$ cat config.mk
export PLATFORM = sky130hd
export DESIGN_NAME = tmds_channel_decoder
export DESIGN_NICKNAME = d
export VERILOG_FILES = /design/src/rtl/tmds_pkg.sv /design/src/rtl/tmds_symbol_decode.sv /design/src/rtl/tmds_channel_decoder.sv
export SDC_FILE = /design/constraint.sdc
export NUM_CORES = 1
export LEC_CHECK = 0
export ABC_AREA = 1
export BUFFER_PORTS_ARGS = -buffer_cell sky130_fd_sc_hd__clkbuf_2
export CAP_MARGIN = 20
export CORE_MARGIN = 2
export CORE_UTILIZATION = 41
export DETAILED_ROUTE_END_ITERATION = 8
export HOLD_SLACK_MARGIN = 0.08
export PLACE_DENSITY = 0.62
export SYNTH_ARGS = -nofsm -noshare
export SYNTH_HDL_FRONTEND = slang
export SYNTH_HIERARCHICAL = 1
export SYNTH_SLANG_ARGS = --single-unit
$ cat constraint.sdc
create_clock -name clk_i -period 1.52 [get_ports clk_i]
set_input_delay 0.228 -clock clk_i [delete_from_list [all_inputs] [get_ports clk_i]]
set_output_delay 0.228 -clock clk_i [all_outputs]
set_load 0.01 [all_outputs]
$ cat src/rtl/tmds_pkg.sv
// Shared TMDS definitions: control token encodings, receive alignment states
// and the token lookup used by both the encoder and decoder paths.
package tmds_pkg;

   localparam logic [9:0] TMDS_CTRL_00 = 10'h354;
   localparam logic [9:0] TMDS_CTRL_01 = 10'h0AB;
   localparam logic [9:0] TMDS_CTRL_10 = 10'h154;
   localparam logic [9:0] TMDS_CTRL_11 = 10'h2AB;

   typedef enum logic [1:0] {SEARCH, WAIT, LOCKED} tmds_align_state_e;

   // Returns {is_ctrl, ctrl[1:0]}; ctrl is 0 for data symbols.
   function automatic logic [2:0] tmds_ctrl_lookup(input logic [9:0] symbol);
      logic [2:0] result;
      case (symbol)
         TMDS_CTRL_00: result = 3'b1_00;
         TMDS_CTRL_01: result = 3'b1_01;
         TMDS_CTRL_10: result = 3'b1_10;
         TMDS_CTRL_11: result = 3'b1_11;
         default:      result = 3'b0_00;
      endcase
      return result;
   endfunction

endpackage

$ cat src/rtl/tmds_symbol_decode.sv
// Combinational TMDS symbol decoder: undoes the DC-balance inversion and the
// XOR/XNOR transition coding, and flags the four control tokens.
module tmds_symbol_decode
   import tmds_pkg::*;
(
   input  logic [9:0] symbol_i,
   output logic       is_ctrl_o,
   output logic [1:0] ctrl_o,
   output logic [7:0] data_o
);

   logic [7:0] d;

   // NOTE: every combinational output gets a value on every path, so no latch is inferred.
   always_comb begin
      d         = symbol_i[9] ? ~symbol_i[7:0] : symbol_i[7:0];
      data_o    = 8'h00;
      data_o[0] = d[0];
      for (int i = 1; i < 8; i++) begin
         data_o[i] = symbol_i[8] ? (d[i] ^ d[i-1]) : ~(d[i] ^ d[i-1]);
      end
      {is_ctrl_o, ctrl_o} = tmds_ctrl_lookup(symbol_i);
   end

endmodule

$ cat src/rtl/tmds_channel_decoder.sv
// One TMDS receive lane: word alignment by bitslip while hunting for runs of
// control tokens, plus registered decode of pixel data / control values.
module tmds_channel_decoder
   import tmds_pkg::*;
#(
   parameter int CtrlRunLen    = 8,
   parameter int SearchTimeout = 1024,
   parameter int SlipWait      = 4,
   parameter int LossTimeout   = 4096
) (
   input  logic       clk_i,
   input  logic       rst_i,
   input  logic [9:0] tmds_i,
   output logic       bitslip_o,
   output logic       locked_o,
   output logic [3:0] slip_cnt_o,
   output logic       de_o,
   output logic [7:0] data_o,
   output logic [1:0] ctrl_o
);

   localparam int RunW  = $clog2(CtrlRunLen + 1);
   localparam int ToW   = $clog2(SearchTimeout + 1);
   localparam int WaitW = $clog2(SlipWait + 1);
   localparam int LossW = $clog2(LossTimeout + 1);

   tmds_align_state_e state_q, state_d;
   logic [RunW-1:0]   run_q, run_d;
   logic [ToW-1:0]    to_q, to_d;
   logic [WaitW-1:0]  wait_q, wait_d;
   logic [LossW-1:0]  loss_q, loss_d;
   logic [3:0]        slip_cnt_q, slip_cnt_d;
   logic              bitslip_q, bitslip_d;
   logic              de_q, de_d;
   logic [7:0]        data_q, data_d;
   logic [1:0]        ctrl_q, ctrl_d;

   logic       is_ctrl;
   logic [1:0] sym_ctrl;
   logic [7:0] sym_data;

   tmds_symbol_decode u_decode (
      .symbol_i  (tmds_i),
      .is_ctrl_o (is_ctrl),
      .ctrl_o    (sym_ctrl),
      .data_o    (sym_data)
   );

   always_comb begin
      state_d    = state_q;
      run_d      = run_q;
      to_d       = to_q;
      wait_d     = wait_q;
      loss_d     = loss_q;
      slip_cnt_d = slip_cnt_q;
      bitslip_d  = 1'b0;

      case (state_q)
         SEARCH: begin
            to_d  = to_q + ToW'(1);
            run_d = !is_ctrl ? '0 :
                    (run_q == RunW'(CtrlRunLen)) ? run_q : run_q + RunW'(1);
            // Lock takes priority over a coincident timeout.
            if (is_ctrl && run_q == RunW'(CtrlRunLen - 1)) begin
               state_d    = LOCKED;
               slip_cnt_d = '0;
               run_d      = '0;
               to_d       = '0;
               loss_d     = '0;
            end else if (to_q == ToW'(SearchTimeout - 1)) begin
               state_d    = WAIT;
               bitslip_d  = 1'b1;
               slip_cnt_d = (slip_cnt_q == 4'd9) ? 4'd0 : slip_cnt_q + 4'd1;
               run_d      = '0;
               to_d       = '0;
               wait_d     = '0;
            end
         end
         WAIT: begin
            wait_d = wait_q + WaitW'(1);
            if (wait_q == WaitW'(SlipWait - 1)) begin
               state_d = SEARCH;
               wait_d  = '0;
               run_d   = '0;
               to_d    = '0;
            end
         end
         LOCKED: begin
            if (is_ctrl) begin
               loss_d = '0;
            end else if (loss_q == LossW'(LossTimeout - 1)) begin
               state_d = SEARCH;
               loss_d  = '0;
               run_d   = '0;
               to_d    = '0;
            end else begin
               loss_d = loss_q + LossW'(1);
            end
         end
         default: state_d = SEARCH;
      endcase
   end

   // Output gating follows the next state so the decoded outputs agree with locked_o.
   always_comb begin
      de_d   = de_q;
      data_d = data_q;
      ctrl_d = ctrl_q;
      if (state_d != LOCKED) begin
         de_d   = 1'b0;
         data_d = 8'h00;
         ctrl_d = 2'b00;
      end else if (is_ctrl) begin
         de_d   = 1'b0;
         ctrl_d = sym_ctrl;
      end else begin
         de_d   = 1'b1;
         data_d = sym_data;
      end
   end

   // NOTE: sequential state uses non-blocking assignments so all registers update together.
   always_ff @(posedge clk_i) begin
      if (rst_i) begin
         state_q    <= SEARCH;
         run_q      <= '0;
         to_q       <= '0;
         wait_q     <= '0;
         loss_q     <= '0;
         slip_cnt_q <= '0;
         bitslip_q  <= 1'b0;
         de_q       <= 1'b0;
         data_q     <= 8'h00;
         ctrl_q     <= 2'b00;
      end else begin
         state_q    <= state_d;
         run_q      <= run_d;
         to_q       <= to_d;
         wait_q     <= wait_d;
         loss_q     <= loss_d;
         slip_cnt_q <= slip_cnt_d;
         bitslip_q  <= bitslip_d;
         de_q       <= de_d;
         data_q     <= data_d;
         ctrl_q     <= ctrl_d;
      end
   end

   assign bitslip_o  = bitslip_q;
   assign locked_o   = (state_q == LOCKED);
   assign slip_cnt_o = slip_cnt_q;
   assign de_o       = de_q;
   assign data_o     = data_q;
   assign ctrl_o     = ctrl_q;

endmodule

Word-level counts from Yosys, hierarchy flattened

Cells that the tools add are included.

Register bits: 49
Input bits: 12
Output and inout bits: 17
Logic and storage cells: 106

Reduce and logical (&&, ||, !) cells: 13
Add/sub/neg operators: 5
Bitwise operators: 16
Mux-type cells: 42
Equality and inequality tests: 20

Operators by type and width:

| operator              | number |
|---|---|
| $mux 11               | 5 |
| $mux 4                | 10 |
| $mux 13               | 3 |
| $pmux 11 s3           | 1 |
| $pmux 13 s2           | 1 |
| $eq 10x10->1 const B  | 2 |
| $add 13x1->13 const B | 1 |
| $eq 13x12->1 const B  | 1 |
| $ne 2x2->1 const B    | 6 |
| $pmux 3 s4            | 1 |
| $pmux 4 s3            | 1 |
| $add 11x1->11 const B | 1 |
| $eq 11x10->1 const B  | 1 |
| $eq 10x8->1 const B   | 1 |
| $eq 10x9->1 const B   | 1 |
| $mux 2                | 5 |
| $mux 1                | 9 |
| $mux 3                | 3 |
| $add 4x1->4 const B   | 2 |
| $eq 4x4->1 const B    | 2 |
| $mux 8                | 1 |
| $not 1->1             | 8 |
| $not 8->8             | 1 |
| $xor 1x1->1           | 7 |
| 19 further kinds      | 22 |

Logic depth before layout (Yosys ltp)

Word-level depth: 7
Mapped depth: 15
Depth with buffers taken out: 14

Cells and area by module

Netlist, hierarchy kept.

Modules (own cells, without submodules):

| module               | sequential area each (um2) | area each (um2) | cells each | instances |
|---|---|---|---|---|
| tmds_channel_decoder | 980.9                      | 2617.5          | 350        | 1 |
| tmds_symbol_decode   | 0.0                        | 239.0           | 49         | 1 |

Least setup slack after synthesis

No wires, ideal clock.

Path kind: input-to-reg
Start: input port tmds_i[2]
End: register ctrl_q[0], in the netlist ctrl_o[0]
Path buffers: 2
Stages on the path: 9
Slack: -0.142 ns
Required time: 1.403 ns
Arrival time: 1.545 ns
Cell sequence: inv_1 > nand2_1 > nor2_1 > nand3_1 > nand2_1 > buf_2 > clkbuf_1 > mux2i_1 > nor2_2

Longest elaborated chain between the ends: 7

RTL lines:

| element                              | RTL line                    | RTL |
|---|---|---|
| start, declared                      | tmds_channel_decoder.sv:13  | `input logic [9:0] tmds_i,` |
| $eq 10x10->1 (tied with other cells) | tmds_pkg.sv:15              | `case (symbol)` |
| $pmux 3 s4 (*)                       | tmds_pkg.sv:15              |  |
| named net is_ctrl                    | tmds_channel_decoder.sv:38  | `logic is_ctrl;` |
| $logic_and 1x1->1                    | tmds_channel_decoder.sv:64  | `if (is_ctrl && run_q == RunW'(CtrlRunLen - 1)) begin` |
| $mux 2                               | tmds_channel_decoder.sv:64  |  |
| $pmux 2 s3                           | tmds_channel_decoder.sv:58  | `case (state_q)` |
| $ne 2x2->1                           | tmds_channel_decoder.sv:109 | `if (state_d != LOCKED) begin` |
| $reduce_or 2->1 (no line)            | -                           |  |
| end signal, assigned                 | tmds_channel_decoder.sv:145 | `ctrl_q <= ctrl_d;` |
| end, declared                        | tmds_channel_decoder.sv:36  | `logic [1:0] ctrl_q, ctrl_d;` |

Mark *: on every way through the listed nets, which the timed path passes. The rest lies on a longest branch.
A chain may end at the register's enable or synchronous reset.

Worst setup path in the final report

Start: register state_q[1]
End: register loss_q[6]

Longest elaborated chain between the ends: 3

RTL lines:

| element                                                   | RTL line                    | RTL |
|---|---|---|
| start, declared                                           | tmds_channel_decoder.sv:27  | `tmds_align_state_e state_q, state_d;` |
| start signal, assigned                                    | tmds_channel_decoder.sv:136 | `state_q <= state_d;` |
| $logic_not 2->1 or $eq 2x2->1 (tied branches)             | tmds_channel_decoder.sv:58  |  |
| $ne 2x2->1 (no line) or $reduce_bool 2->1 (tied branches) | -                           |  |
| $reduce_and 2->1 (no line)                                | -                           |  |
| end signal, assigned                                      | tmds_channel_decoder.sv:140 | `loss_q <= loss_d;` |
| end, declared                                             | tmds_channel_decoder.sv:31  | `logic [LossW-1:0] loss_q, loss_d;` |

Several ways; a longest one is shown, not always the timed one.

==> reports/results.md <==
* master of the slowest instance on the critical path: sky130_fd_sc_hd__dfxtp_1
* count of input and output buffers: 28
* Final setup violation count: 37
* global-route wire length before repair: 11800 um
* Die Ht: 87.5 um
* cells traversed along the worst timing path: buf_4 > ha_4 > buf_4 > nand2_1 > o21ai_4 > nand2_1 > nand2_2 > a211oi_2
* reg-to-reg endpoint: loss_q[6]
* Critical Path Start: state_q[1]
* end point of the most critical hold path: to_q[0]
* result of the run: finished, violations left
* number of diodes added for antenna fixing: 0
* horizontal die dimension: 87.5 um
* violated checks: setup timing
* worst endpoint data arrival time: 1.84 ns
* maximum level of the CTS H-tree: 2
* mapped cell area: 2860 um^2
* nets: 530
* Fill cells: 610
* First DRT Iteration DRCs: 87
* data required time at the worst endpoint: 1.74 ns
* delay contributed by the slowest stage of the critical path: 0.32 ns
* instance count of the mapped netlist: 399
* TritonCTS buffer count: 5
* highest net fanout along the worst path: 5
* worst setup slack after placement: -0.321 ns
* total iterations of the first detailed-routing run: 4
* Worst-Skew Late Latency: 0.30 ns
* net count of the mapped netlist: 422
* Max-cap violations: 0
* post-route clock period utilization: 106%
* Setup crit start kind: register
* placeable core region: 6760 um^2
* via density per instance: 4.87
* cts-stage hold buffer count: 0
* Fmax achieved: 0.620 GHz
* number of flip-flops and latches in the synthesized netlist: 49
* drt drc: 0
* count of antenna-violating nets left after detailed routing: 0
* internal reg-to-reg setup slack: -0.09 ns
* HPWL after detailed placement: 4880 um
* normalized max-slew margin: 78.2%
* I/O pin total: 29
* number of global-route vias before repair: 2707
* type of the tightest min-delay check: in2reg
* total routing usage reported by global routing: 19.1%
* crit path setup slack, layout: -0.0935 ns
* DR WL/cell: 12.0 um
* number of pins exceeding their max-slew limit in the final report: 0
* mean instance size in the synthesized netlist: 7.16 um^2
* CTS tree: yes
* power per unit of standard cell area: 530 nW/um^2
* slew of the pin with the lowest slew margin: 0.325 ns
* Worst Hold Path Cells: 3
* Std-Cell Rows: 30
* part of the Yosys area used for sequential elements: 34.3%
* Synth-to-Final Area Change: 46.0%
* library cells used by synthesis: 36
* RSZ-0062 raised after global routing: true
* sink count of the clock tree: 49
* initial standard-cell utilization of the core: 42.3%
* Worst Setup End Kind: register
* maximum number of pins on one net before global-route repair: 14
* final worst path period need: 1.61 ns
* die area: 7650 um^2
* final hold vios: 0
* weighted congestion at the end of routability-driven global placement: 0.846
* final clock skew: 0.00513 ns
* Routed Wire Length: 7040 um
* worst hold start: rst_i
* startpoint-to-endpoint class of the critical path: reg2reg
* final standard cell utilization of the core: 61.7%
* vias post-DR: 2853
* worst reg-to-reg path cell count: 8
* static leakage: 1.85 nW
* global route overflow: 0
* startpoint of the worst register-to-register path: state_q[1]
* initial antenna violation count: 0
* CTS max path bufs: 2
* share of post-route cells with drive strength above 1: 43.7%
* total number of yosys warnings: 6
* Clock transition at path regs: 0.08 ns
* Worst VDD drop: 0.414 mV
* root buffer selected by CTS: sky130_fd_sc_hd__clkbuf_8
[how the worst max path moves through the flow]
stage,end,slack (ns)
finish,loss_q[6],-0.09
detailed placement,to_q[2],-0.32
CTS,de_o,-0.08
floorplan,de_o,-0.004
global placement,to_q[2],-0.29
global route,data_o[0],-0.17
[cell usage in the layout (no fill, tap or decap), types with 5 or more instances in the layout]
cell                       count
sky130_fd_sc_hd__a21oi_1      16
sky130_fd_sc_hd__dfxtp_1      40
sky130_fd_sc_hd__nand2_2      12
sky130_fd_sc_hd__dfxtp_2       9
sky130_fd_sc_hd__nor2_2       14
sky130_fd_sc_hd__nand3_4       7
sky130_fd_sc_hd__ha_4          5
sky130_fd_sc_hd__nand2_1      71
sky130_fd_sc_hd__o21ai_2       5
sky130_fd_sc_hd__buf_4        67
sky130_fd_sc_hd__clkbuf_2     28
sky130_fd_sc_hd__a21oi_2       5
sky130_fd_sc_hd__inv_2        10
sky130_fd_sc_hd__nor2_4       10
sky130_fd_sc_hd__clkbuf_8      5
sky130_fd_sc_hd__nor3_2        5
sky130_fd_sc_hd__xor2_1       10
sky130_fd_sc_hd__nand2_4       6
sky130_fd_sc_hd__o21ai_0       5
sky130_fd_sc_hd__nor3_1        5
sky130_fd_sc_hd__ha_1          5
sky130_fd_sc_hd__nor2_1       55
sky130_fd_sc_hd__buf_6         9
sky130_fd_sc_hd__mux2i_1      10
sky130_fd_sc_hd__nand4_1       5
sky130_fd_sc_hd__inv_1        39
sky130_fd_sc_hd__nand3_1      13
[report_power, final]
part / switching [mW] / total (mW) / internal (mW) / leakage, nW
Clock: 0.417 / 0.721 / 0.304 / 0.0399
Sequential: 0.00835 / 1.30 / 1.29 / 0.399
Combinational: 0.101 / 0.192 / 0.0912 / 1.41
[state kept, by name (all words and copies together) (netlist names), 2 cells and up]
register and flops:
loss_q 13, to_q 11, data_o 8, run_q 4, slip_cnt_o 4, wait_q 3
ctrl_o 2, state_q 2
[Yosys cell counts]
library cell	instances	area share, %
sky130_fd_sc_hd__nand2_1	76	10
sky130_fd_sc_hd__nor2_1	61	8.0
sky130_fd_sc_hd__dfxtp_1	49	34
sky130_fd_sc_hd__inv_1	48	6.3
sky130_fd_sc_hd__a21oi_1	22	3.9
sky130_fd_sc_hd__nand3_1	17	3.0
sky130_fd_sc_hd__nor2_2	15	3.3
sky130_fd_sc_hd__nand2_2	12	2.6
sky130_fd_sc_hd__ha_1	11	4.8
sky130_fd_sc_hd__mux2i_1	10	3.5
sky130_fd_sc_hd__nor3_1	10	1.8
sky130_fd_sc_hd__o21ai_0	10	1.8
sky130_fd_sc_hd__xor2_1	10	3.1
sky130_fd_sc_hd__nand4_1	5	1.1
sky130_fd_sc_hd__o21ai_2	5	1.5
sky130_fd_sc_hd__o21bai_2	5	2.0
sky130_fd_sc_hd__buf_2	3	0.53
sky130_fd_sc_hd__inv_2	3	0.39
sky130_fd_sc_hd__nand3_2	3	1.1
sky130_fd_sc_hd__nor2_4	3	1.2
sky130_fd_sc_hd__a31oi_1	2	0.44
sky130_fd_sc_hd__buf_6	2	0.79
sky130_fd_sc_hd__clkbuf_1	2	0.26
sky130_fd_sc_hd__nand3_4	2	1.2
sky130_fd_sc_hd__nand3b_1	2	0.53
sky130_fd_sc_hd__a211oi_1	1	0.26
sky130_fd_sc_hd__a21boi_0	1	0.26
sky130_fd_sc_hd__buf_4	1	0.26
sky130_fd_sc_hd__clkinv_1	1	0.13
sky130_fd_sc_hd__nor3b_1	1	0.26
sky130_fd_sc_hd__o211ai_1	1	0.26
sky130_fd_sc_hd__o21ai_1	1	0.18
sky130_fd_sc_hd__o21bai_1	1	0.26
sky130_fd_sc_hd__or2_2	1	0.22
sky130_fd_sc_hd__or2_4	1	0.31
sky130_fd_sc_hd__xnor2_1	1	0.31
[worst max-delay path, delay by kind of cell (launching register included)]
family	cells	cell delay [ns]
AOI/OAI and AO/OA	2	0.27
adders and majority gates	1	0.18
and+or+nand+nor	3	0.48
DFF	1	0.32
buffers and inverters	2	0.29
[stage by stage]
stage / cells / TNS [ns] / hold WS (ns) / total power, mW / area [um^2]
global route: 586 / -5.61 / 0.265 / 2.31 / 4170
floorplan: 399 / -0.00439 / 0.422 / 1.43 / 2900
finish: 586 / -1.93 / 0.260 / 2.21 / 4170
global placement: 565 / -9.59 / 0.434 / 1.50 / 3600
detailed placement: 565 / -11.17 / 0.443 / 1.51 / 3600
CTS: 581 / -1.52 / 0.257 / 2.24 / 3990
[cell families after synthesis]
family	after synthesis	share of synthesized area, %
and+or+nand+nor	209	34.5
buffers and inverters	60	8.67
AOI/OAI and AO/OA	49	10.8
DFF	49	34.3
xor gates and xnor gates	11	3.37
adders and majority gates	11	4.82
muxes	10	3.50
[metal layers]
metal,up-vias,global-route usage [%],share of wire [%]
li1,1478,-,-
met1,1319,24.3,46
met2,48,33.0,49
met3,8,3.60,3.7
met4,0,5.17,1.2
met5,-,0,0
[layout make-up]
| cell class | count | area [um^2] | area share (%) |
|---|---|---|---|
| flip-flops and latches | 49 | 992 | 23.8 |
| clock inverters | 1 | 5.00 | 0.120 |
| multi-input cells | 291 | 1980 | 47.4 |
| repair buffers | 108 | 827 | 19.8 |
| well taps | 80 | 100 | 2.40 |
| clock buffers | 5 | 68.8 | 1.65 |
| inverters | 52 | 200 | 4.80 |
[what timing repair did]
| item | 4_1_cts | 5_1_grt |
|---|---|---|
| buffers inserted | 9 | 4 |
| setup endpoints to repair | 44 | 45 |
| pin swaps | 19 | 23 |
| gates cloned | 1 | 1 |
| resized for setup | 56 | 38 |
(Power assumes the default switching activity.)
